==> src/rtl/video_pkg.sv <==
// Shared video definitions for the luma stream framer: state encoding,
// default raster geometry and counter widths.
package video_pkg;

  localparam int COORD_W = 10;
  localparam int BLANK_W = 16;

  localparam int DEF_H_ACTIVE       = 640;
  localparam int DEF_V_ACTIVE       = 480;
  localparam int DEF_H_BLANK        = 160;
  localparam int DEF_V_BLANK_CYCLES = 1600;

  typedef logic [COORD_W-1:0] coord_t;
  typedef logic [BLANK_W-1:0] blank_t;

  typedef enum logic [1:0] {
    S_WAIT_SOF = 2'd0,
    S_ACTIVE   = 2'd1,
    S_HBLANK   = 2'd2,
    S_VBLANK   = 2'd3
  } framer_state_e;

  // Blank counters count down from cycles-1 to 0, so a phase lasts 'cycles'.
  function automatic blank_t blank_load(input int cycles);
    return BLANK_W'(cycles - 1);
  endfunction

endpackage

==> src/rtl/y_stream_framer_if.sv <==
// Upstream luma byte stream: valid/ready handshake plus start-of-frame flag.
interface y_stream_framer_if;
  logic       s_valid;
  logic [7:0] s_data;
  logic       s_sof;
  logic       s_ready;

  modport master (output s_valid, s_data, s_sof, input s_ready);
  modport slave  (input s_valid, s_data, s_sof, output s_ready);
endinterface

==> src/rtl/frame_pos_counter.sv <==
// Raster position counter. 'origin' makes the current position read as (0,0)
// (first pixel of a frame), 'step' advances past the current position,
// wrapping at end of line and end of frame.
module frame_pos_counter
  import video_pkg::*;
#(
  parameter int H_ACTIVE = DEF_H_ACTIVE,
  parameter int V_ACTIVE = DEF_V_ACTIVE
) (
  input  logic   clk,
  input  logic   rst,
  input  logic   origin,
  input  logic   step,
  output coord_t x,
  output coord_t y,
  output logic   eol,
  output logic   eof
);

  localparam coord_t X_LAST = COORD_W'(H_ACTIVE - 1);
  localparam coord_t Y_LAST = COORD_W'(V_ACTIVE - 1);

  coord_t x_q, y_q;

  assign x   = origin ? '0 : x_q;
  assign y   = origin ? '0 : y_q;
  assign eol = (x == X_LAST);
  assign eof = eol && (y == Y_LAST);

  // Advance the raster position after each emitted pixel.
  always_ff @(posedge clk) begin
    // NOTE: registered state uses non-blocking assignments so every flop
    // samples pre-edge values regardless of statement order.
    if (rst) begin
      x_q <= '0;
      y_q <= '0;
    end else if (step) begin
      if (eol) begin
        x_q <= '0;
        y_q <= eof ? '0 : y + coord_t'(1);
      end else begin
        x_q <= x + coord_t'(1);
        y_q <= y;
      end
    end
  end

endmodule

==> src/rtl/y_stream_framer.sv <==
// Luma stream framer: turns a valid/ready byte stream with start-of-frame
// into a coordinate-tagged pixel stream with fixed line and frame blanking.
// Build option FRAMER_SOF_RESYNC_EN: a start-of-frame seen mid-frame aborts
// the frame and restarts at (0,0); otherwise it is plain data.
module y_stream_framer
  import video_pkg::*;
#(
  parameter int         H_ACTIVE       = DEF_H_ACTIVE,
  parameter int         V_ACTIVE       = DEF_V_ACTIVE,
  parameter int         H_BLANK        = DEF_H_BLANK,
  parameter int         V_BLANK_CYCLES = DEF_V_BLANK_CYCLES,
  parameter logic [7:0] PAD_VALUE      = 8'd0
) (
  input  logic                 clk,
  input  logic                 rst,
  y_stream_framer_if.slave     sif,
  output logic                 pixel_valid,
  output coord_t               x_out,
  output coord_t               y_out,
  output logic [7:0]           y_data_out,
  output logic                 frame_end,
  output logic                 underflow,
  output logic                 sof_err
);

  localparam blank_t H_LOAD = blank_load(H_BLANK);
  localparam blank_t V_LOAD = blank_load(V_BLANK_CYCLES);

  framer_state_e state_q, state_d;
  blank_t        blank_q, blank_d;

  logic       pv_d, fe_d, uf_d, se_d;
  coord_t     x_d, y_d;
  logic [7:0] data_d, pix_data;
  logic       emit, beat_sof;

  logic   pos_origin, pos_step, pos_eol, pos_eof;
  coord_t pos_x, pos_y;

  frame_pos_counter #(
    .H_ACTIVE (H_ACTIVE),
    .V_ACTIVE (V_ACTIVE)
  ) u_pos (
    .clk    (clk),
    .rst    (rst),
    .origin (pos_origin),
    .step   (pos_step),
    .x      (pos_x),
    .y      (pos_y),
    .eol    (pos_eol),
    .eof    (pos_eof)
  );

  assign beat_sof    = sif.s_valid && sif.s_sof;
  assign sif.s_ready = (state_q == S_WAIT_SOF) || (state_q == S_ACTIVE);

  // Next state, blanking count and next registered outputs.
  always_comb begin
    // NOTE: every variable gets a default first so no path leaves it
    // unassigned, which would otherwise infer a latch.
    state_d    = state_q;
    blank_d    = blank_q;
    pv_d       = 1'b0;
    x_d        = x_out;
    y_d        = y_out;
    data_d     = y_data_out;
    fe_d       = 1'b0;
    uf_d       = underflow;
    se_d       = 1'b0;
    emit       = 1'b0;
    pix_data   = PAD_VALUE;
    pos_origin = 1'b0;
    pos_step   = 1'b0;

    unique case (state_q)
      S_WAIT_SOF: begin
        // Non-SOF beats are accepted and dropped.
        if (beat_sof) begin
          emit       = 1'b1;
          pos_origin = 1'b1;
          pix_data   = sif.s_data;
        end
      end
      S_ACTIVE: begin
        emit = 1'b1;
        se_d = beat_sof;
`ifdef FRAMER_SOF_RESYNC_EN
        pos_origin = beat_sof;
`endif
        if (sif.s_valid) begin
          pix_data = sif.s_data;
        end else begin
          pix_data = PAD_VALUE;
          uf_d     = 1'b1;
        end
      end
      S_HBLANK: begin
        if (blank_q == '0) state_d = S_ACTIVE;
        else               blank_d = blank_q - blank_t'(1);
      end
      S_VBLANK: begin
        if (blank_q == '0) state_d = S_WAIT_SOF;
        else               blank_d = blank_q - blank_t'(1);
      end
      default: state_d = S_WAIT_SOF;
    endcase

    if (emit) begin
      pv_d     = 1'b1;
      x_d      = pos_x;
      y_d      = pos_y;
      data_d   = pix_data;
      pos_step = 1'b1;
      if (pos_eof) begin
        fe_d    = 1'b1;
        state_d = S_VBLANK;
        blank_d = V_LOAD;
      end else if (pos_eol) begin
        state_d = S_HBLANK;
        blank_d = H_LOAD;
      end else begin
        state_d = S_ACTIVE;
      end
    end
  end

  // State, blanking counter and output registers.
  always_ff @(posedge clk) begin
    if (rst) begin
      state_q     <= S_WAIT_SOF;
      blank_q     <= '0;
      pixel_valid <= 1'b0;
      x_out       <= '0;
      y_out       <= '0;
      y_data_out  <= '0;
      frame_end   <= 1'b0;
      underflow   <= 1'b0;
      sof_err     <= 1'b0;
    end else begin
      state_q     <= state_d;
      blank_q     <= blank_d;
      pixel_valid <= pv_d;
      x_out       <= x_d;
      y_out       <= y_d;
      y_data_out  <= data_d;
      frame_end   <= fe_d;
      underflow   <= uf_d;
      sof_err     <= se_d;
    end
  end

endmodule

==> src/flat_wrapper.sv <==
// flat-port wrapper written by rule: the top's interface ports become plain ports
module y_stream_framer_flat import video_pkg::*;
#(
  parameter int         H_ACTIVE       = DEF_H_ACTIVE,
  parameter int         V_ACTIVE       = DEF_V_ACTIVE,
  parameter int         H_BLANK        = DEF_H_BLANK,
  parameter int         V_BLANK_CYCLES = DEF_V_BLANK_CYCLES,
  parameter logic [7:0] PAD_VALUE      = 8'd0
)
  (clk, rst, pixel_valid, x_out, y_out, y_data_out, frame_end, underflow, sof_err, sif_s_valid, sif_s_data, sif_s_sof, sif_s_ready);
  y_stream_framer_if sif_i ();
  input  logic clk;
  input  logic rst;
  output logic pixel_valid;
  output coord_t x_out;
  output coord_t y_out;
  output logic [7:0] y_data_out;
  output logic frame_end;
  output logic underflow;
  output logic sof_err;
  input wire logic [$bits(sif_i.s_valid)-1:0] sif_s_valid;
  input wire logic [$bits(sif_i.s_data)-1:0] sif_s_data;
  input wire logic [$bits(sif_i.s_sof)-1:0] sif_s_sof;
  output wire logic [$bits(sif_i.s_ready)-1:0] sif_s_ready;
  assign sif_i.s_valid = sif_s_valid;
  assign sif_i.s_data = sif_s_data;
  assign sif_i.s_sof = sif_s_sof;
  assign sif_s_ready = sif_i.s_ready;
  y_stream_framer #(.H_ACTIVE(H_ACTIVE), .V_ACTIVE(V_ACTIVE), .H_BLANK(H_BLANK), .V_BLANK_CYCLES(V_BLANK_CYCLES), .PAD_VALUE(PAD_VALUE)) u_core (.clk(clk), .rst(rst), .sif(sif_i), .pixel_valid(pixel_valid), .x_out(x_out), .y_out(y_out), .y_data_out(y_data_out), .frame_end(frame_end), .underflow(underflow), .sof_err(sof_err));
endmodule
==> config.mk <==
export PLATFORM = sky130hd
export DESIGN_NAME = y_stream_framer_flat
export DESIGN_NICKNAME = d
export VERILOG_FILES = /design/src/rtl/video_pkg.sv /design/src/rtl/y_stream_framer_if.sv /design/src/rtl/frame_pos_counter.sv /design/src/rtl/y_stream_framer.sv /design/src/flat_wrapper.sv
export SDC_FILE = /design/constraint.sdc
export NUM_CORES = 1
export LEC_CHECK = 0
export CAP_MARGIN = 30
export CORE_UTILIZATION = 50
export CTS_CLUSTER_DIAMETER = 150
export DETAILED_ROUTE_END_ITERATION = 10
export GPL_ROUTABILITY_DRIVEN = 0
export PLACE_DENSITY_LB_ADDON = 0.1
export SLEW_MARGIN = 10
export SYNTH_ARGS = -nofsm -noshare
export SYNTH_HDL_FRONTEND = slang
export SYNTH_SLANG_ARGS = --single-unit
==> constraint.sdc <==
create_clock -name clk -period 3.8 [get_ports clk]
set_clock_uncertainty 0.2 [all_clocks]
set_input_delay 0.38 -clock clk [delete_from_list [all_inputs] [get_ports clk]]
set_output_delay 0.38 -clock clk [all_outputs]
set_load 0.005 [all_outputs]
=== Word level (Yosys, flattened, before mapping) ===
Cells that the tools add are included.

* Register bits: 70
* Output and inout bits: 33
* Word-level logic and storage cells: 59

* Add/subtract/negate cells: 3
* Equality and inequality tests: 7
* Mux-type cells: 24
* Bitwise gates (word level): 3
* Reductions and logical operators: 11

{| class="wikitable"
|+ Operator list
! operator !! number
|-
| $mux 16 || 5
|-
| $mux 10 || 5
|-
| $add 10x1->10 const B || 2
|-
| $logic_not 16->1 || 1
|-
| $mux 8 || 2
|-
| $pmux 8 s2 || 1
|-
| $sub 16x1->16 const B || 1
|-
| $eq 10x10->1 const B || 1
|-
| $eq 10x9->1 const B || 1
|-
| $mux 2 || 5
|-
| $ne 3x1->1 const B || 2
|-
| $reduce_or 2->1 || 3
|-
| $eq 2x2->1 const B || 2
|-
| $mux 1 || 4
|-
| $pmux 2 s2 || 1
|-
| $not 1->1 || 3
|-
| $reduce_and 3->1 || 1
|-
| $reduce_bool 3->1 || 1
|-
| $eq 2x1->1 const B || 1
|-
| $logic_and 1x1->1 || 2
|-
| $logic_not 2->1 || 1
|-
| $pmux 1 s2 || 1
|-
| $reduce_and 2->1 || 1
|-
| $logic_or 1x1->1 || 1
|}

=== Logic depth before layout (Yosys ltp) ===
Gate-level depths: netlist of the first run.

* Word-level depth: 8
* Gate-level depth with buffers: 10
* Gate-level depth less buffers: 8

=== Hierarchy ===
From an unflattened synthesis of the first run, not the netlist that was laid out.

* Cells, all modules: 419
* Area, all modules: 3427.0 um^2

{| class="wikitable"
|+ By module, submodules not included
! module !! instances !! cells an instance !! area an instance (um^2) !! sequential area each (um^2)
|-
| y_stream_framer || 1 || 254 || 2138.3 || 1001.0
|-
| frame_pos_counter || 1 || 165 || 1288.7 || 400.4
|}

=== Worst setup path before layout of the first run ===
Ideal clock, no wire load.

* Path type: reg2reg
* Start point: register u_core.state_q[0]
* End point: register u_core.u_pos.y_q[7]
* Library setup time: 70 ps
* Arrival time: 2362 ps
* Data required time: 3530 ps
* Setup slack: 1168 ps
* Cell stages (with the launch flop): 10
* Path buffers: 2
* Cells stage by stage: dfxtp_1 > nand4bb_1 > clkbuf_1 > and2_1 > ha_1 > nand3_2 > or4_4 > buf_6 > or3_1 > a21boi_1

* Cells in the longest elaborated chain, start to end: 7
* Elaborated cells between the ends (all ways): 13
* Those cells by class: 1 x add/sub; 3 x eq/ne; 7 x mux; 2 x reduce/logical

{| class="wikitable"
|+ Ends and longest elaborated chain
! element !! RTL line !! source
|-
| start, declared || y_stream_framer.sv:29 || <nowiki>framer_state_e state_q, state_d;</nowiki>
|-
| start signal, assigned || y_stream_framer.sv:140 || <nowiki>state_q <= state_d;</nowiki>
|-
| $logic_not 2->1 * || y_stream_framer.sv:75 || <nowiki>unique case (state_q)</nowiki>
|-
| $mux 1 * || y_stream_framer.sv:75 ||
|-
| $mux 10 * || frame_pos_counter.sv:25 || <nowiki>assign x = origin ? '0 : x_q;</nowiki>
|-
| via u_core.pos_x[1] || y_stream_framer.sv:38 || <nowiki>coord_t pos_x, pos_y;</nowiki>
|-
| $eq 10x10->1 * || frame_pos_counter.sv:27 || <nowiki>assign eol = (x == X_LAST);</nowiki>
|-
| $logic_and 1x1->1 || frame_pos_counter.sv:28 || <nowiki>assign eof = eol && (y == Y_LAST);</nowiki>
|-
| $mux 10 || frame_pos_counter.sv:40 || <nowiki>y_q <= eof ? '0 : y + coord_t'(1);</nowiki>
|-
| $mux 10 * || frame_pos_counter.sv:38 || <nowiki>if (eol) begin</nowiki>
|-
| end signal, assigned || frame_pos_counter.sv:40 ||
|-
| end signal, assigned || frame_pos_counter.sv:43 || <nowiki>y_q <= y;</nowiki>
|-
| end, declared || frame_pos_counter.sv:23 || <nowiki>coord_t x_q, y_q;</nowiki>
|}

The timed path passes the listed nets; every way through them passes the cells marked *.
A chain may end at the register's enable or synchronous reset.

=== Worst setup path after layout of the first run ===
* Start point: input sif_s_valid
* End point: register u_core.u_pos.x_q[3]

* Cells in the longest elaborated chain, start to end: 6
* Elaborated cells between the ends (all ways): 9
* Those cells by class: 1 x add/sub; 1 x eq/ne; 6 x mux; 1 x reduce/logical

{| class="wikitable"
|+ Ends and longest elaborated chain
! element !! RTL line !! source
|-
| start, declared || flat_wrapper.sv:21 || <nowiki>input wire logic [$bits(sif_i.s_valid)-1:0] sif_s_valid;</nowiki>
|-
| $logic_and 1x1->1 * || y_stream_framer.sv:54 || <nowiki>assign beat_sof = sif.s_valid && sif.s_sof;</nowiki>
|-
| $mux 1 * || y_stream_framer.sv:78 || <nowiki>if (beat_sof) begin</nowiki>
|-
| $mux 1 * || y_stream_framer.sv:75 ||
|-
| $mux 10 * || frame_pos_counter.sv:25 ||
|-
| via u_core.pos_x[1] || y_stream_framer.sv:38 ||
|-
| $add 10x1->10 or $eq 10x10->1 (tied branches) || frame_pos_counter.sv:42, frame_pos_counter.sv:27 ||
|-
| $mux 10 * || frame_pos_counter.sv:38 ||
|-
| end signal, assigned || frame_pos_counter.sv:42 || <nowiki>x_q <= x + coord_t'(1);</nowiki>
|-
| end, declared || frame_pos_counter.sv:23 ||
|}

Marked as above.

==> impl_metrics.env, run 1 <==
export IMPL_status="finished, final reports clean"
export IMPL_dr_first_iter_drc_count=257
export IMPL_synth_top_cells_by_area="dfxtp_1 (44%), nor2_1 (5.9%), a21oi_1 (5.0%)"
export IMPL_seq_power_share_pct=43.9
export IMPL_pin_count=45
export IMPL_cts_made_buffers=9
export IMPL_p_clk_share_pct=49.7
export IMPL_powerDensity_nw_per_um2=433
export IMPL_grt_max_degree=46
export IMPL_grt_pass1_vias=2659
export IMPL_dr_pass1_iters=4
export IMPL_async_flop_share_pct=0
export IMPL_min_path_type="reg2reg"
export IMPL_netlist_area_leader_share_pct=43.7
export IMPL_htree_num_levels=3
export IMPL_yosysSeqAreaShare_pct=43.7
export IMPL_criticalPathCategory="in2reg"
export IMPL_antenna_found_initial=0
export IMPL_drive_gt1_share_pct=8.17
export IMPL_cp_top_family="compound AO/OA/AOI/OAI gates"
export IMPL_die_height_um=82.1
export IMPL_worst_ep_required_time_ps=3830
export IMPL_via_per_inst=5.91
export IMPL_worst_endpoint_arrival_ps=2940
export IMPL_fmax_ghz=0.343
export IMPL_synth_seq_cells=70
export IMPL_critical_path_cell_chain="clkdlybuf4s50_1 > nand4bb_1 > buf_4 > and2_1 > ha_1 > nand3_2 > o31ai_1 > o21ai_0 > a21oi_1 > nor2_1"
export IMPL_clock_sinks=70
export IMPL_finalCritPeriodShare_pct=76.7
export IMPL_die_w_um=82.1
export IMPL_yosys_top_cells_count="dfxtp_1 (70), nor2_1 (50), a21oi_1 (32)"
export IMPL_synth_top_area_cell="dfxtp_1"
export IMPL_drc=0
export IMPL_clk_pin_slew_ps=80
export IMPL_setup_tns_ps=0
export IMPL_yosys_warnings=0
export IMPL_irDropWorstVdd_mv=0.273
export IMPL_die_area_um2=6740
export IMPL_drv_cap=0
export IMPL_hold_buffers=0
export IMPL_place_ws_ps=559
export IMPL_p_leak_nw=1.37
export IMPL_slew_headroom_pct=43.4
export IMPL_netlist_area_um2=3210
export IMPL_crit_path_start_kind="input pin"
export IMPL_num_rows=28
export IMPL_syn2layout_area_growth_pct=23.3
export IMPL_p_sw_mw=0.357
export IMPL_track_usage_pct=24.4
export IMPL_synth_enable_flop_cells=0
export IMPL_post_cts_setup_buffer_count=0
export IMPL_worst_path_max_fanout=10
export IMPL_nets=428
export IMPL_post_route_min_period_ps=2910
export IMPL_worstMarginPinSlew_ps=849
export IMPL_cts_resized=0
export IMPL_wirelength_um=7610
export IMPL_yosysMostFrequentCell="dfxtp_1"
export IMPL_synth_fp_nets=393
export IMPL_maxSlewViolCount=0
export IMPL_synthCells=377
export IMPL_drtAntennaViolNets=0
export IMPL_setup_viol=0
export IMPL_critical_path_slowest_cell="o31ai_1"
export IMPL_gr_total_overflow=0
export IMPL_grt_pass1_wl_um=12700
export IMPL_start_util_pct=52.9
export IMPL_power_frac_comb_pct=6.4
export IMPL_hold_violations=0
export IMPL_vias=2901
export IMPL_drt_wirelength_per_cell_um=15.5
export IMPL_syn_avg_cell_area_um2=8.50
export IMPL_core_um2=6060
export IMPL_clk_latency_ps=340
export IMPL_cts_tree="done"
export IMPL_rsz0062_at_grt="false"
export IMPL_crit_buf_inv=2
export IMPL_ys_types=49
export IMPL_cp_slowest_stage_delay_ps=700
export IMPL_fin_ws_ps=887
export IMPL_io_buffers=44
export IMPL_clockBufferDepth=2
export IMPL_n_antenna_cell=0
export IMPL_netSwitchingFraction_pct=20.9
export IMPL_yosys_most_used_dff="dfxtp_1"
export IMPL_internal_power_mw=1.35
export IMPL_endpoint_kind="flop"
export IMPL_root_buffer="clkbuf_8"
export IMPL_dp_final_hpwl_um=4950
[cell usage in the layout, fill, tap and decap left out, types with 2 or more instances in the layout]
master,netlist,layout
xor2_1,11,11
nand2b_1,3,3
and3_1,7,7
buf_4,0,5
a31oi_1,7,7
a311oi_1,5,5
nand3_2,2,2
nor3b_1,3,3
nor4_4,2,2
xnor2_1,5,5
clkdlybuf4s50_1,0,43
nand3_1,19,19
nand4_1,12,12
nand2_1,30,30
nor3_1,6,5
and4_1,3,3
a22oi_1,20,20
clkbuf_8,0,9
nor4_1,7,7
or4_1,2,2
bufinv_16,0,5
or3_1,6,6
o21ai_0,12,12
nor2_1,50,50
inv_1,5,5
nand4bb_1,2,2
dfxtp_1,70,70
ha_1,4,4
nor4b_1,4,4
and2_1,4,4
or2_2,2,2
a21oi_1,32,32
[tightest hold or removal path: stages, from the launching register on]
cell,delay (ps)
dfxtp_1,310
nand2_1,50
a21oi_1,50
[layer usage]
metal	up-vias	wire (um)	part of all wire, %	track usage (%)
met4	0	140	1.8	10.5
met5	-	0	0	0
met2	88	3430	45	36.4
li1	1442	-	-	-
met1	1356	3670	48	33.7
met3	15	373	4.9	5.22
[worst paths after layout]
| kind | startpoint | to | slack [ps] | cells past startpoint |
|---|---|---|---|---|
| min | u_core.y_data_out[6] | u_core.y_data_out[6] | 260 | 2 |
| min reg2reg | u_core.y_data_out[6] | u_core.y_data_out[6] | 260 | 2 |
| max | sif_s_valid | u_core.u_pos.x_q[3] | 890 | 10 |
| max reg2reg | u_core.state_q[0] | u_core.u_pos.x_q[3] | 1000 | 9 |
[sequential cells by signal, indices dropped and copies added (netlist names)]
name,flops
u_core.blank_q,16
u_core.u_pos.x_q,10
u_core.u_pos.y_q,10
u_core.x_out,10
u_core.y_out,10
u_core.y_data_out,8
u_core.state_q,2
u_core.frame_end,1
u_core.pixel_valid,1
u_core.sof_err,1
u_core.underflow,1
[power groups by stage]
stage / Clock [mW] / Combinational [mW] / Sequential (mW)
6_report: 0.850 / 0.109 / 0.751
5_1_grt: 0.892 / 0.120 / 0.752
4_1_cts: 0.859 / 0.110 / 0.751
3_5_place_dp: 0 / 0.109 / 0.768
3_3_place_gp: 0 / 0.109 / 0.767
2_1_floorplan: 0 / 0.0625 / 0.767
[area by class of cell]
type / count / area, um2
clock inverter: 6 / 159
sequential: 70 / 1400
multi-input combinational: 277 / 1680
clock buffer: 9 / 124
fill: 520 / 2110
tap: 75 / 93.8
timing repair buffer: 49 / 473
inverter: 5 / 18.8
[kinds of logic (layout without fill, tap and decap cells)]
group           Yosys count  after routing  share of synthesized area [%]
simple gates            173            173                           30.1
flops                    70             70                           43.7
buf+inv                  30             69                           3.94
compound gates           84             84                           16.4
fa+ha+maj                 4              4                           1.56
xor+xnor                 16             16                           4.37
[stage by stage]
stage / cells / hold WS, ps / cell area, um2 / utilization (%) / total power, mW
finish: 491 / 258 / 3950 / 65.2 / 1.71
global route: 491 / 271 / 3950 / 65.2 / 1.76
CTS: 491 / 258 / 3950 / 65.2 / 1.72
detailed placement: 476 / 247 / 3670 / 60.5 / 0.877
global placement: 476 / 238 / 3670 / 60.5 / 0.876
floorplan: 377 / 248 / 3210 / - / 0.830
(Power assumes the default switching activity.)
==> run 2, diff against run 1 <==
- clock period: 3.8 -> 2.99 ns (I/O delays scaled with it)
==> run 2 against run 1 <==
Net effect: count of clock-buffer cells in the layout up 3; total power is 0.83% higher; non-clock buffer count increased by 8; sequential power increased by 27%; critical path type is now reg2reg.
==> impl_metrics.env, run 2 (synthesis results as in run 1) <==
export IMPL_criticalPathCategory="reg2reg"
export IMPL_n_antenna_cell=0
export IMPL_grt_max_degree=42
export IMPL_die_height_um=82.1
export IMPL_hp_start="u_core.y_data_out[1]"
export IMPL_io_buffers=44
export IMPL_pin_count=45
export IMPL_endpoint_kind="flop"
export IMPL_htree_num_levels=3
export IMPL_start_util_pct=52.9
export IMPL_whs_path_depth=2
export IMPL_r2r_start="u_core.state_q[0]"
export IMPL_rsz0062_at_grt="false"
export IMPL_hold_ws_ps=250
export IMPL_finalCritPeriodShare_pct=87.6
export IMPL_fmax_ghz=0.382
export IMPL_drc=0
export IMPL_irDropWorstVdd_mv=0.408
export IMPL_final_common_cell="dfxtp_1"
export IMPL_num_rows=28
export IMPL_worst_endpoint_arrival_ps=2680
export IMPL_cts_resized=0
export IMPL_syn2layout_area_growth_pct=21.2
export IMPL_clockBufferDepth=2
export IMPL_hold_buffers=0
export IMPL_antenna_found_initial=0
export IMPL_timing_rr_end="u_core.blank_q[5]"
export IMPL_vias=2933
export IMPL_dp_final_hpwl_um=4820
export IMPL_cts_tree="done"
export IMPL_die_area_um2=6740
export IMPL_setup_viol=0
export IMPL_setup_tns_ps=0
export IMPL_dr_first_iter_drc_count=204
export IMPL_via_per_inst=5.89
export IMPL_ff2ff_setup_slack_ps=370
export IMPL_drtAntennaViolNets=0
export IMPL_mostFrequentLayoutCells="dfxtp_1 (70), nor2_1 (50), clkdlybuf4s50_1 (43)"
export IMPL_place_ws_ps=127
export IMPL_worstMarginPinSlew_ps=745
export IMPL_gr_total_overflow=0
export IMPL_root_buffer="clkbuf_8"
export IMPL_grt_pass1_wl_um=12300
export IMPL_worst_path_max_fanout=9
export IMPL_ff2ff_path_depth=9
export IMPL_largest_register="u_core.blank_q"
export IMPL_status="finished, final reports clean"
export IMPL_nets=436
export IMPL_maxSlewViolCount=0
export IMPL_post_route_min_period_ps=2620
export IMPL_hold_violations=0
export IMPL_grt_pass1_vias=2605
export IMPL_drive_gt1_share_pct=9.22
export IMPL_largest_reg_flops=16
export IMPL_cts_made_buffers=9
export IMPL_track_usage_pct=23.6
export IMPL_core_um2=6060
export IMPL_min_to="u_core.y_data_out[1]"
export IMPL_drv_cap=0
export IMPL_fin_ws_ps=371
export IMPL_post_cts_setup_buffer_count=0
export IMPL_p_leak_nw=1.35
export IMPL_fill_cells=541
export IMPL_clk_latency_ps=330
export IMPL_min_path_type="reg2reg"
export IMPL_powerDensity_nw_per_um2=444
export IMPL_clk_pin_slew_ps=70
export IMPL_drt_wirelength_per_cell_um=14.6
export IMPL_dr_pass1_iters=4
export IMPL_wirelength_um=7250
export IMPL_clock_sinks=70
export IMPL_slew_headroom_pct=50.4
export IMPL_crit_path_start_kind="flop"
export IMPL_worst_ep_required_time_ps=3050
export IMPL_die_w_um=82.1
-- run 2: worst max path at each step --
stage                     slack [ps]         startpoint                   to  depth (start not counted)
after floorplan                  360  u_core.state_q[0]  u_core.u_pos.y_q[7]                          9
after global placement           170          sif_s_sof   u_core.blank_q[10]                         10
after detailed placement         130          sif_s_sof  u_core.u_pos.y_q[7]                          8
after CTS                        380  u_core.state_q[0]    u_core.blank_q[5]                          9
after global routing             180  u_core.state_q[0]    u_core.blank_q[5]                          9
final                            370  u_core.state_q[0]    u_core.blank_q[5]                          9
-- run 2: area by class of cell --
type | instances | area (um2) | area share (%)
Multi-Input combinational cell | 277 | 1680 | 43.3
Sequential cell | 70 | 1400 | 36.1
Timing Repair Buffer | 57 | 533 | 13.7
Clock buffer | 12 | 145 | 3.74
Tap cell | 75 | 93.8 | 2.42
Inverter | 5 | 18.8 | 0.483
Clock inverter | 2 | 10.0 | 0.258
-- run 2: stage by stage --
step           total power, mW  util, %  cells  area, um2
2_1_floorplan             1.05        -    377       3210
3_3_place_gp              1.12     61.5    484       3730
3_5_place_dp              1.12     61.5    484       3730
4_1_cts                   1.74     64.1    498       3880
5_1_grt                   1.80     64.1    498       3880
6_report                  1.72     64.1    498       3880
-- run 2: worst max-delay path, stage by stage (launching register included) --
cell,delay [ps]
dfxtp_1,430
nand4bb_1,180
buf_4,180
and2_1,140
ha_1,270
nand4bb_1,180
nor4_4,400
nor2_4,100
or2_2,310
a21oi_1,140
-- run 2: power breakdown --
group          switching [mW]  total, mW  internal [mW]
logic                  0.0835      0.142         0.0580
registers             0.00867      0.954          0.946
clock network           0.316      0.628          0.312
total                   0.408       1.72           1.32
-- run 2: per-layer routing --
layer | wire (um) | up-vias | GRT usage (%)
met4 | 110 | 0 | 9.12
met2 | 3250 | 82 | 34.5
met5 | 0 | - | 0
li1 | - | 1458 | -
met3 | 389 | 13 | 5.89
met1 | 3510 | 1380 | 32.9
==> variant 1, RTL diff (flow settings as in run 1) <==
Take the reset off `y_data_out` and load it in a clocked block of its own.
--- a/src/rtl/y_stream_framer.sv
+++ b/src/rtl/y_stream_framer.sv
@@ -132,7 +132,6 @@
       pixel_valid <= 1'b0;
       x_out       <= '0;
       y_out       <= '0;
-      y_data_out  <= '0;
       frame_end   <= 1'b0;
       underflow   <= 1'b0;
       sof_err     <= 1'b0;
@@ -142,12 +141,15 @@
       pixel_valid <= pv_d;
       x_out       <= x_d;
       y_out       <= y_d;
-      y_data_out  <= data_d;
       frame_end   <= fe_d;
       underflow   <= uf_d;
       sof_err     <= se_d;
     end
   end
 
+  always_ff @(posedge clk) begin
+    y_data_out <= data_d;
+  end
+
 endmodule
 
Formal check against the unedited RTL: not equivalent (a bounded check fails within 4 cycles, from zero or initial values and one cycle with rst high).
==> variant 1 against run 1 <==
Synthesized area decreased by 1.1%; sequential share of layout area increased by 2.7 points; highest routed layer unchanged; sequential cell count unchanged; final area decreased by 1.8%; routed wire length decreased by 8.7%; via count decreased by 9.6%; worst hold slack improved by 0.016 ns; sequential power increased by 2%; fmax decreased by 3.5%; critical path depth decreased by 2; die area decreased by 1.1%; power decreased by 13%; setup slack got worse by 0.10 ns; combinational power decreased by 11%.
==> variant 1: results (changes against run 1) <==
Parameter                              Value

Outcome
  Status    complete, no violations (unchanged)

Layout
  Max FFs per register    16 (unchanged)
  Filler instances    513 (was 520)
  Nets    389 (was 428)
  Layout cells sized above 1    10.8% (was 8.17%)

Synth
  Library cells used by synthesis    55 (was 49)
  Net count after synthesis    342 (was 393)
  Leading post-synthesis cells by instance count    62 x sky130_fd_sc_hd__dfxtp_1, 25 x sky130_fd_sc_hd__nor2_1, 21 x sky130_fd_sc_hd__nand2_1 (was 70 x sky130_fd_sc_hd__dfxtp_1, 50 x sky130_fd_sc_hd__nor2_1, 32 x sky130_fd_sc_hd__a21oi_1)
  Leading register cell type out of synthesis    sky130_fd_sc_hd__dfxtp_1 (unchanged)
  Part of the Yosys area used for sequential elements    46.7% (was 43.7%)
  EDFF count, synth    8 (was 0)
  Leading cell types by total area after synthesis    sky130_fd_sc_hd__dfxtp_1 39%, sky130_fd_sc_hd__edfxtp_1 7.6%, sky130_fd_sc_hd__a22o_1 5.5%, sky130_fd_sc_hd__and2_1 3.2%, sky130_fd_sc_hd__nor2_1 3.0% (was sky130_fd_sc_hd__dfxtp_1 44%, sky130_fd_sc_hd__nor2_1 5.9%, sky130_fd_sc_hd__a21oi_1 5.0%, sky130_fd_sc_hd__a22oi_1 4.7%, sky130_fd_sc_hd__nand2_1 3.5%)

Critical path
  Maximum net fanout on the critical path    12 (was 10)
  Launch point of the worst path    u_core.state_q[1] (was sif_s_valid)
  Critical path data arrival time    3.06 ns (was 2.94 ns)

Placement
  Placed cell area    3680 um2 (was 3670 um2)
  Hpwl dp    4820 um (was 4950 um)
  Number of buffers inserted by port buffering    44 (unchanged)

Clocking
  Clock root buffer master    sky130_fd_sc_hd__clkbuf_8 (unchanged)
  H-Tree Depth    3 (unchanged)
  Buffers from clock root to sink, at most    2 (unchanged)

Detailed routing
  Vias per std cell    5.79 (was 5.91)
  Number of DRC markers in iteration 0    146 (was 257)
  Average detailed-routed wire length per instance    15.3 um (was 15.5 um)

Hold path
  Hold wc startpoint    u_core.underflow (was u_core.y_data_out[6])
  Path class of the lowest-slack min-delay path    reg2reg (unchanged)

GRT
  Pin count of the biggest net entering global routing    22 (was 46)
  Vias in the first global route    2230 (was 2659)
  Global-route wire length before repair    10800 um (was 12700 um)
  Global routing usage summed across all routing layers    22.0% (was 24.4%)

Pwr
  Static Leakage    1.40 nW (was 1.37 nW)
  Worst IR drop on VDD    0.239 mV (was 0.273 mV)

STA
  Worst Max-Slew Pin Slew    0.760 ns (was 0.849 ns)
==> variant 1: cell types whose count changed in the layout (fill, tap and decap cells not counted), sizes merged, moves of 5 or more <==
cell           run 1  this run
xor2              11         5
a22o               1        20
nand2             30        21
a22oi             20         2
o21ai             12        18
and2               4        16
xnor2              5        10
nor2              51        25
nand3             21        13
dfxtp             70        62
a21oi             32        18
edfxtp             0         8
==> variant 1: per-stage QoR <==
step                      hold slack (ns)  setup slack [ns]  power [mW]  cells
after floorplan                     0.241              1.35       0.834    326
after global placement              0.259             0.591       0.880    437
after detailed placement            0.262             0.516       0.881    437
final                               0.274             0.782        1.48    453
after CTS                           0.277             0.837        1.49    453
after global routing                0.300             0.604        1.53    453
==> variant 1: cell type report <==
class                   count  area, um2  area share [%]
clock buffers              13        159            4.09
clock inverters             3       42.5            1.10
inverters                   9       33.8           0.870
multi-input cells         231       1570            40.5
flip-flops and latches     70       1480            38.2
well taps                  75       93.8            2.42
repair buffers             52        500            12.9
==> variant 1: cell families (layout without fill, tap and decap cells) <==
family,Yosys count,count (layout),synth area share (%)
DFF,70,70,46.7
buffers and inverters,25,77,3.71
xor gates and xnor gates,15,15,4.15
adders and majority gates,4,4,1.58
and+or+nand+nor,134,134,27.0
AOI/OAI and AO/OA,78,78,16.9
==> variant 1: metal layers <==
layer	vias up	share of wire, %	global-route usage [%]	routed length [um]
met1	1231	47	28.8	3240
met4	0	1.8	11.6	125
met3	8	5.5	4.89	383
li1	1306	-	-	-
met5	-	0	0	0
met2	77	46	33.9	3200
==> variant 1: path summary, 6_finish.rpt <==
kind,endpoint,slack [ns],depth (start not counted)
worst max-delay path,u_core.state_q[0],0.78,8
worst min-delay path,u_core.underflow,0.27,2
worst max register to register,u_core.state_q[0],0.78,8
worst min register to register,u_core.underflow,0.27,2
==> variant 1: power breakdown <==
part / switching, mW / internal [mW] / total (mW) / leakage [nW]
Combinational: 0.0521 / 0.0452 / 0.0973 / 0.723
Clock: 0.277 / 0.339 / 0.616 / 0.0996
Sequential: 0.00621 / 0.760 / 0.767 / 0.580
Total: 0.336 / 1.14 / 1.48 / 1.40
==> variant 1: critical path, cell delays in order, from the launching register on <==
cell and delay, ns:
sky130_fd_sc_hd__dfxtp_1 0.52, sky130_fd_sc_hd__nand4bb_1 0.42, sky130_fd_sc_hd__and2_1 0.21, sky130_fd_sc_hd__ha_1 0.20, sky130_fd_sc_hd__nand3_2 0.25, sky130_fd_sc_hd__nor4_4 0.58
sky130_fd_sc_hd__and2_1 0.30, sky130_fd_sc_hd__a2bb2oi_1 0.19, sky130_fd_sc_hd__nor2_1 0.05
==> variant 2, RTL diff (config.mk and constraints of run 1) <==
Made on the original files. Add a define of `FRAMER_SOF_RESYNC_EN`.
--- a/src/rtl/y_stream_framer.sv
+++ b/src/rtl/y_stream_framer.sv
@@ -2,6 +2,8 @@
 // into a coordinate-tagged pixel stream with fixed line and frame blanking.
 // Build option FRAMER_SOF_RESYNC_EN: a start-of-frame seen mid-frame aborts
 // the frame and restarts at (0,0); otherwise it is plain data.
+`define FRAMER_SOF_RESYNC_EN
+
 module y_stream_framer
   import video_pkg::*;
 #(
Function: changed (Yosys sat finds a counterexample within 4 cycles, from zero or initial values and one cycle with rst high).
==> variant 2 against run 1 <==
Synthesized area shrank 3.2%; fmax down 12%; final area decreased by 2.2%; setup slack lost 0.40 ns; power fell by 15%; routed wire length fell by 6.5%; largest cell class unchanged; clock power fell by 28%; synthesized cell count up 0.27%; sequential power hardly changed; sequential cell count unchanged; global-route usage decreased by 1.0 points; core utilization shrank 0.28 points.
==> variant 2: results (changes against run 1) <==
Parameter                              Value

Outcome
  Status    complete, no violations (unchanged)

Critical path
  FF-to-FF path depth    10 (was 9)
  Maximum net fanout on the critical path    13 (was 10)
  R2R Path End    u_core.u_pos.y_q[8] (was u_core.u_pos.x_q[3])
  Register-to-Register Setup Slack    0.70 ns (was 1.00 ns)
  Beginning of the worst register-to-register path    u_core.state_q[1] (was u_core.state_q[0])
  Slowest cell on the critical path    sky130_fd_sc_hd__clkdlybuf4s50_1 (was sky130_fd_sc_hd__o31ai_1)
  Top cell family by delay on the critical path    simple AND/OR/NAND/NOR gates (was compound AO/OA/AOI/OAI gates)

Pwr
  Combinational Power Share    6.6% (was 6.4%)
  Static Leakage    1.38 nW (was 1.37 nW)
  Flop pwr share    51.4% (was 43.9%)
  Internal cell power    1.12 mW (was 1.35 mW)

Detailed routing
  Number of DRC markers in iteration 0    249 (was 257)
  Via count    2824 (was 2901)
  Post-Route WL    7120 um (was 7610 um)

Synth
  Area share of fa/ha/maj cells after synthesis    1.61% (was 1.56%)
  Library cells used by synthesis    46 (was 49)
  Proportion of synthesized area in mux cells    0.363% (was 0%)
  Post-Synthesis Mean Instance Area    8.21 um2 (was 8.50 um2)
  Post-Synth XOR/XNOR Area    5.37% (was 4.37%)
  Net count after synthesis    394 (was 393)
  Leading cell types by total area after synthesis    sky130_fd_sc_hd__dfxtp_1 45%, sky130_fd_sc_hd__nand2_1 7.4%, sky130_fd_sc_hd__a21oi_1 7.3%, sky130_fd_sc_hd__xor2_1 4.5%, sky130_fd_sc_hd__nand3_1 3.2% (was sky130_fd_sc_hd__dfxtp_1 44%, sky130_fd_sc_hd__nor2_1 5.9%, sky130_fd_sc_hd__a21oi_1 5.0%, sky130_fd_sc_hd__a22oi_1 4.7%, sky130_fd_sc_hd__nand2_1 3.5%)

Layout
  Number of ordinary and repair buffers in the finished layout    58 (was 49)
  Inverter count    7 (was 5)
  Layout cells sized above 1    8.37% (was 8.17%)
  Post-route insts no fill    505 (was 491)
  Nets    441 (was 428)
  Non-clk buf share    14.1% (was 12.0%)
  Total number of multi-input combinational cells    279 (was 277)
  # clk buffers    11 (was 9)
  Filler instances    537 (was 520)
  Sequential share of cell area    36.2% (was 35.5%)
  Multi-input logic area    1590 um2 (was 1680 um2)

GRT
  Vias in the first global route    2541 (was 2659)
  Global routing usage summed across all routing layers    23.4% (was 24.4%)
  Global-route wire length before repair    11700 um (was 12700 um)

Hold path
  Hold wc startpoint    u_core.x_out[6] (was u_core.y_data_out[6])
  Worst hold endpoint    u_core.x_out[6] (was u_core.y_data_out[6])

Placement
  Hpwl dp    4980 um (was 4950 um)
  Dpl ws    0.174 ns (was 0.559 ns)

STA
  Slew margin rel.    40.8% (was 43.4%)
-- variant 2: layer usage --
layer | track usage (%) | share of wire [%] | vias to the layer above | wire length, um
li1 | - | - | 1437 | -
met1 | 29.6 | 46 | 1292 | 3290
met2 | 37.9 | 47 | 77 | 3330
met3 | 4.16 | 4.4 | 18 | 310
met4 | 12.3 | 2.7 | 0 | 191
met5 | 0 | 0 | - | 0
-- variant 2: worst max-delay path by stage --
| stage | start | endpoint | slack [ns] | cells past startpoint |
|---|---|---|---|---|
| 3_3_place_gp | sif_s_valid | u_core.u_pos.y_q[8] | 0.27 | 9 |
| 3_5_place_dp | sif_s_valid | u_core.u_pos.y_q[8] | 0.17 | 11 |
| 4_1_cts | sif_s_valid | u_core.u_pos.y_q[8] | 0.51 | 11 |
| 2_1_floorplan | sif_s_valid | u_core.u_pos.y_q[8] | 0.35 | 11 |
| 5_1_grt | sif_s_valid | u_core.u_pos.y_q[8] | 0.29 | 11 |
| 6_report | sif_s_valid | u_core.u_pos.y_q[8] | 0.49 | 11 |
-- variant 2: kinds of logic after synthesis --
logic type      count (synthesis)
mux                             1
buf+inv                        29
simple gates                  171
flops                          70
xor+xnor                       19
compound gates                 84
fa+ha+maj                       4
-- variant 2: per-stage QoR --
step	power, mW	cell area [um2]	hold WS (ns)
6_report	1.46	3870	0.252
5_1_grt	1.52	3870	0.272
4_1_cts	1.47	3870	0.256
3_5_place_dp	0.865	3660	0.245
3_3_place_gp	0.863	3660	0.242
2_1_floorplan	0.817	3100	0.245
-- variant 2: worst register-to-register path: cells and delay by family, from the launching register on --
kind	cells	cell delay, ns
and+or+nand+nor	6	1.72
DFF	1	0.33
buffers and inverters	2	0.28
AOI/OAI and AO/OA	1	0.23
adders and majority gates	1	0.22
